--- src/rtl/comparator_pipe.sv ---
// ---------------------------------------------------------------------------
// comparator_pipe
//
// Pipelined magnitude comparator. The operands are resolved SLICE bits per
// stage, starting at the MSB. There are N = WIDTH/SLICE stages, so the
// latency is N cycles and one operand pair can be accepted every cycle.
// Once a stage finds the first differing slice, its lt/gt verdict passes
// unchanged through all later stages. A pair that is still undecided after
// the last slice is reported as equal.
//
// Signed compare: the operand MSBs are inverted at the input. After that
// the whole compare is unsigned.
//
// Flow control: a single advance enable, en = !out_valid || out_ready,
// moves every stage together. in_ready is equal to en.
//
// Optional feature: define COMPARATOR_PIPE_STATS_EN to build three
// saturating result counters. clr clears them synchronously and takes
// priority over a counter increment. When the macro is not defined, the
// counter outputs are tied to zero and clr is ignored.
//
// Ports:
//   clk        clock, rising edge
//   rst_n      asynchronous active-low reset
//   in_valid   operand pair valid
//   in_ready   pipeline accepts an operand pair
//   A, B       operands, WIDTH bits
//   sgn        1 = two's-complement compare, 0 = unsigned (sampled with A/B)
//   out_valid  result valid
//   out_ready  consumer accepts the result
//   Y0/Y1/Y2   A < B / A == B / A > B (all 0 while out_valid = 0)
//   clr        synchronous clear of the statistics counters
//   cnt_lt/cnt_eq/cnt_gt  result counters, CNT_W bits
// ---------------------------------------------------------------------------
module comparator_pipe #(
   parameter int WIDTH = 16,
   parameter int SLICE = 4,
   parameter int CNT_W = 16
) (
   input  logic             clk,
   input  logic             rst_n,
   input  logic             in_valid,
   output logic             in_ready,
   input  logic [WIDTH-1:0] A,
   input  logic [WIDTH-1:0] B,
   input  logic             sgn,
   output logic             out_valid,
   input  logic             out_ready,
   output logic             Y0,
   output logic             Y1,
   output logic             Y2,
   input  logic             clr,
   output logic [CNT_W-1:0] cnt_lt,
   output logic [CNT_W-1:0] cnt_eq,
   output logic [CNT_W-1:0] cnt_gt
);

   localparam int N = WIDTH / SLICE;

   genvar gi;

   logic             en;
   logic [WIDTH-1:0] a_in;
   logic [WIDTH-1:0] b_in;

   assign en       = !out_valid || out_ready;
   assign in_ready = en;

   // Inverting the sign bits maps two's-complement order onto unsigned order.
   assign a_in = {A[WIDTH-1] ^ sgn, A[WIDTH-2:0]};
   assign b_in = {B[WIDTH-1] ^ sgn, B[WIDTH-2:0]};

   // Stage gi receives IW unresolved bits and compares their top slice.
   // It passes only the bits that are still unresolved to the next stage,
   // so each stage register is smaller than the one before it.
   for (gi = 0; gi < N; gi++) begin : stg
      localparam int IW = WIDTH - gi * SLICE;

      logic [IW-1:0]    a_i;
      logic [IW-1:0]    b_i;
      logic             v_i;
      logic             d_i;
      logic [1:0]       r_i;     // {gt, lt}
      logic [SLICE-1:0] sa;
      logic [SLICE-1:0] sb;
      logic             v_q;
      logic             d_q;
      logic [1:0]       r_q;

      if (gi == 0) begin : g_src
         assign a_i = a_in;
         assign b_i = b_in;
         assign v_i = in_valid;
         assign d_i = 1'b0;
         assign r_i = 2'b00;
      end else begin : g_src
         assign a_i = stg[gi-1].g_rem.a_q;
         assign b_i = stg[gi-1].g_rem.b_q;
         assign v_i = stg[gi-1].v_q;
         assign d_i = stg[gi-1].d_q;
         assign r_i = stg[gi-1].r_q;
      end

      assign sa = a_i[IW-1 -: SLICE];
      assign sb = b_i[IW-1 -: SLICE];

      always_ff @(posedge clk or negedge rst_n) begin
         if (!rst_n) begin
            v_q <= 1'b0;
         end else if (en) begin
            v_q <= v_i;
         end
      end

      // The verdict does not need a reset: it is only observed through
      // v_q, which is reset.
      always_ff @(posedge clk) begin
         if (en) begin
            d_q <= d_i | (sa != sb);
            if (d_i) begin
               r_q <= r_i;
            end else if (sa > sb) begin
               r_q <= 2'b10;
            end else if (sa < sb) begin
               r_q <= 2'b01;
            end else begin
               r_q <= 2'b00;
            end
         end
      end

      if (gi < N - 1) begin : g_rem
         logic [IW-SLICE-1:0] a_q;
         logic [IW-SLICE-1:0] b_q;

         always_ff @(posedge clk) begin
            if (en) begin
               a_q <= a_i[IW-SLICE-1:0];
               b_q <= b_i[IW-SLICE-1:0];
            end
         end
      end
   end

   // The output stage is the last pipeline stage. Gating the flags with
   // valid makes all three flags 0 for a bubble.
   assign out_valid = stg[N-1].v_q;
   assign Y0 = stg[N-1].v_q &  stg[N-1].d_q & stg[N-1].r_q[0];
   assign Y1 = stg[N-1].v_q & ~stg[N-1].d_q;
   assign Y2 = stg[N-1].v_q &  stg[N-1].d_q & stg[N-1].r_q[1];

`ifdef COMPARATOR_PIPE_STATS_EN
   logic [2:0] hit;
   logic       out_hs;

   assign hit    = {Y2, Y1, Y0};
   assign out_hs = out_valid & out_ready;

   for (gi = 0; gi < 3; gi++) begin : g_cnt
      logic [CNT_W-1:0] q;

      always_ff @(posedge clk or negedge rst_n) begin
         if (!rst_n) begin
            q <= '0;
         end else if (clr) begin
            q <= '0;
         end else if (out_hs && hit[gi] && (q != '1)) begin
            q <= q + CNT_W'(1);
         end
      end
   end

   assign cnt_lt = g_cnt[0].q;
   assign cnt_eq = g_cnt[1].q;
   assign cnt_gt = g_cnt[2].q;
`else
   logic unused_clr;

   assign unused_clr = clr;
   assign cnt_lt     = '0;
   assign cnt_eq     = '0;
   assign cnt_gt     = '0;
`endif

endmodule

--- config.mk ---
export PLATFORM = sky130hd
export DESIGN_NAME = comparator_pipe
export DESIGN_NICKNAME = d
export VERILOG_FILES = /design/src/rtl/comparator_pipe.sv
export SDC_FILE = /design/constraint.sdc
export NUM_CORES = 1
export LEC_CHECK = 0
export CORE_ASPECT_RATIO = 1.1
export CORE_UTILIZATION = 42
export CTS_CLUSTER_SIZE = 30
export DETAILED_ROUTE_END_ITERATION = 10
export PLACE_DENSITY_LB_ADDON = 0.25
export SLEW_MARGIN = 20
export SYNTH_ARGS = -nofsm -noshare
export SYNTH_HDL_FRONTEND = slang
export SYNTH_SLANG_ARGS = --single-unit
--- constraint.sdc ---
create_clock -name clk -period 1.3 [get_ports clk]
set_input_delay 0.26 -clock clk [delete_from_list [all_inputs] [get_ports clk]]
set_output_delay 0.26 -clock clk [all_outputs]
set_load 0.01 [all_outputs]
==> impl_metrics.py <==
metrics = {
    "critical_path": {
        "arrival_ps": 1500,
        "worstReg2RegStart": "stg[0].g_rem.a_q[9]$_DFFE_PP_",
        "end_kind": "register",
        "path_cells": "ha_4, nor2b_1, o211ai_1, a22o_1",
        "worstSetupPathType": "register to register",
        "r2r_cells": 4,
        "rrSetupSlack_ps": -100,
        "max_stage_delay_ps": 420,
        "start_kind": "register",
        "critPathMaxFanout": 2,
        "critPathSlowestCell": "edfxtp_1",
        "r2r-end": "stg[1].r_q[0]$_DFFE_PP_",
        "critPathRequiredTime_ps": 1400,
    },
    "place": {
        "dp_slack_ps": -477,
        "place_hpwl_mm": 2.20,
        "place_congestion": 0.667,
        "port_buffers": 41,
    },
    "clock_network": {
        "clk_pin_slew_ps": 70,
        "cts_tree": "done",
        "clock_latency_ps": 340,
        "numCtsBuffers": 9,
        "h-tree-depth": 3,
        "cts_root_buf": "clkbuf_8",
        "cts.path.max_buffers": 2,
        "cts_sinks": 64,
    },
    "die": {
        "fp.dieH_um": 88.2,
        "start_util_pct": 43.3,
        "rows": 31,
        "ios": 91,
        "die_x_um": 80.4,
        "core_area_mm2": 0.00656,
        "die-area_mm2": 0.00709,
    },
    "logic_synthesis": {
        "ys_warn_count": 0,
        "synth-edff-count": 60,
        "netlist_top_cells_area": "edfxtp_1 (64%), buf_4 (13%), ha_1 (7.1%)",
        "synth_top_flop_cell": "edfxtp_1",
        "synthArstFlopShare_pct": 6.25,
        "ys_types": 22,
        "ys_seq_area_share_pct": 67.0,
        "synth_most_common_cell": "edfxtp_1",
        "syn_area_mm2": 0.00284,
        "synth_top_area_share_pct": 63.5,
        "postSynthCellCount": 184,
        "yosys.area.top_type": "edfxtp_1",
        "yosys_register_bits": 64,
        "avgSynthCellArea_um2": 15.4,
        "synth_top_cells_by_count": "edfxtp_1 (60), buf_4 (48), ha_1 (16)",
    },
    "routing": {
        "drcViolationCount": 0,
        "vias": 1373,
        "routedWlPerCell_um": 10.2,
        "dr.pass1.iters": 4,
        "routed_wl_mm": 3.31,
        "post_drt_via_cell_ratio": 4.22,
        "ant_nets": 0,
        "drtIter0Drc": 22,
    },
    "min_path": {
        "hold_path_class": "input port to asynchronous set/reset pin",
    },
    "power_and_ir_drop": {
        "p_seq_share_pct": 49.3,
        "switchingPower_w": 0.00161,
        "p_leak_nw": 1.44,
        "swShare_pct": 25.6,
        "vdd_drop_max_uv": 816,
        "clock_power_share_pct": 30.2,
        "powerDensity_mw_per_mm2": 1780,
        "combPwrFrac_pct": 20.5,
        "internal_power_w": 0.00467,
    },
    "cells_and_area": {
        "final_util_pct": 53.8,
        "area_growth_pct": 24.4,
        "antenna_cells": 0,
        "nNetsFinal": 292,
        "layout-drive-gt1-share_pct": 18.9,
    },
    "flow_run": {
        "cap_viol_max_count": 0,
    },
    "grt": {
        "grt_usage_pct": 10.8,
        "grt_pass1_vias": 1261,
        "grt_pass1_wl_mm": 5.38,
        "grt-ovfl-total": 0,
        "grt_antenna_before_repair": 0,
        "grt_max_degree": 32,
    },
    "timing": {
        "fin_tns_setup_ps": -431,
        "postLayoutSetupSlackWorst_ps": -101,
        "skew_ps": 4.29,
        "rsz0062_at_grt": "yes",
        "period_minus_slack_ps": 1400,
        "max_freq_mhz": 714,
        "hold_violations": 0,
        "setup_viol": 12,
        "fin_crit_sh_pct": 108,
        "report.final.slew_viol_count": 0,
    },
    "outcome": {
        "status": "complete, but fails checks",
        "violations": "setup timing",
    },
}
-- critical path: cells and delay by family, from the launching register on --
| family | cells | cell delay, ps |
|---|---|---|
| fa+ha+maj | 1 | 290 |
| flops | 1 | 420 |
| simple gates | 1 | 130 |
| compound gates | 2 | 320 |
-- power by group through the flow --
stage | registers, W | clock network, W | logic (W)
after global placement | 0.00311 | 0 | 0.00116
final | 0.00310 | 0.00189 | 0.00129
after detailed placement | 0.00312 | 0 | 0.00117
after CTS | 0.00309 | 0.00195 | 0.00123
after global routing | 0.00315 | 0.00203 | 0.00146
after floorplan | 0.00308 | 0 | 0.000815
-- cell families (layout without fill, tap and decap cells) --
logic type	Yosys count	count (layout)	share of synthesized area, %
other	1	48	0.132
xor gates and xnor gates	2	2	0.618
muxes	6	6	2.65
AOI/OAI and AO/OA	15	15	3.75
DFF	64	64	67.0
buffers and inverters	63	75	14.7
adders and majority gates	16	16	7.06
and+or+nand+nor	17	17	4.06
-- per-stage QoR --
stage / hold WS (ps) / total power, W / std cells / area, um^2
detailed placement: 405 / 0.00430 / 309 / 3210
global placement: 401 / 0.00427 / 309 / 3210
CTS: 97.0 / 0.00627 / 325 / 3490
floorplan: -35.6 / 0.00390 / 231 / 3010
finish: 111 / 0.00628 / 325 / 3530
global route: 108 / 0.00663 / 325 / 3530
-- registers in the layout, indices dropped and copies added, names as in the netlist --
name / flops
stg.g_rem.b_q: 24
out_valid: 1
stg.d_q: 4
stg.g_rem.a_q: 24
stg.r_q: 8
stg.v_q: 3
-- layout by cell type, fill, tap and decap left out, types with 2 or more instances in the layout --
master            n
dlygate4sd2_1     5
dfrtp_1           3
bufinv_16         2
or2_4             3
o211ai_1          4
buf_2             3
mux2i_1           3
nor2b_1           4
a21oi_1           3
a22o_1            3
a211oi_2          2
ha_1             10
nand4_1           4
conb_1           48
buf_12            2
inv_2             2
clkdlybuf4s50_1  31
edfxtp_1         60
clkinv_4          2
clkbuf_8          9
inv_6             2
mux2_4            3
ha_4              6
inv_1            13
-- cell type report --
cell class                      count  area, um^2
Multi-Input combinational cell    104         807
Inverter                           15        56.3
Sequential cell                    64        1900
Tap cell                           82         103
Clock inverter                      7         103
Clock buffer                        9         124
Fill cell                         568        3030
Timing Repair Buffer               44         433
-- layer usage --
metal  GRT usage, %  wire [um]  up-vias
met1           11.3       1340      623
met3           3.65        198        9
met2           17.7       1670       66
met4           8.77        103        0
met5              0          0        -
li1               -          -      675
-- timing repair --
item | 4_1_cts | 5_1_grt
buffers inserted | 0 | 0
resized for setup | 35 | 8
hold endpoints to repair | 0 | 0
hold buffers | 0 | 0
pin swaps | 27 | 10
setup endpoints to repair | 16 | 13
-- worst max path at each step --
stage                                             start                     endpoint  slack [ps]
after floorplan                   out_valid$_DFFE_PN0P_       stg[0].v_q$_DFFE_PN0P_        -120
after global placement                              sgn  stg[0].r_q[1]$_SDFFCE_PN1P_        -430
after detailed placement                            sgn  stg[0].r_q[1]$_SDFFCE_PN1P_        -480
after CTS                 stg[1].g_rem.a_q[5]$_DFFE_PP_      stg[2].r_q[1]$_DFFE_PP_        -110
after global routing      stg[0].g_rem.a_q[9]$_DFFE_PP_      stg[1].r_q[0]$_DFFE_PP_        -160
final                     stg[0].g_rem.a_q[9]$_DFFE_PP_      stg[1].r_q[0]$_DFFE_PP_        -100
(Power assumes the default switching activity.)
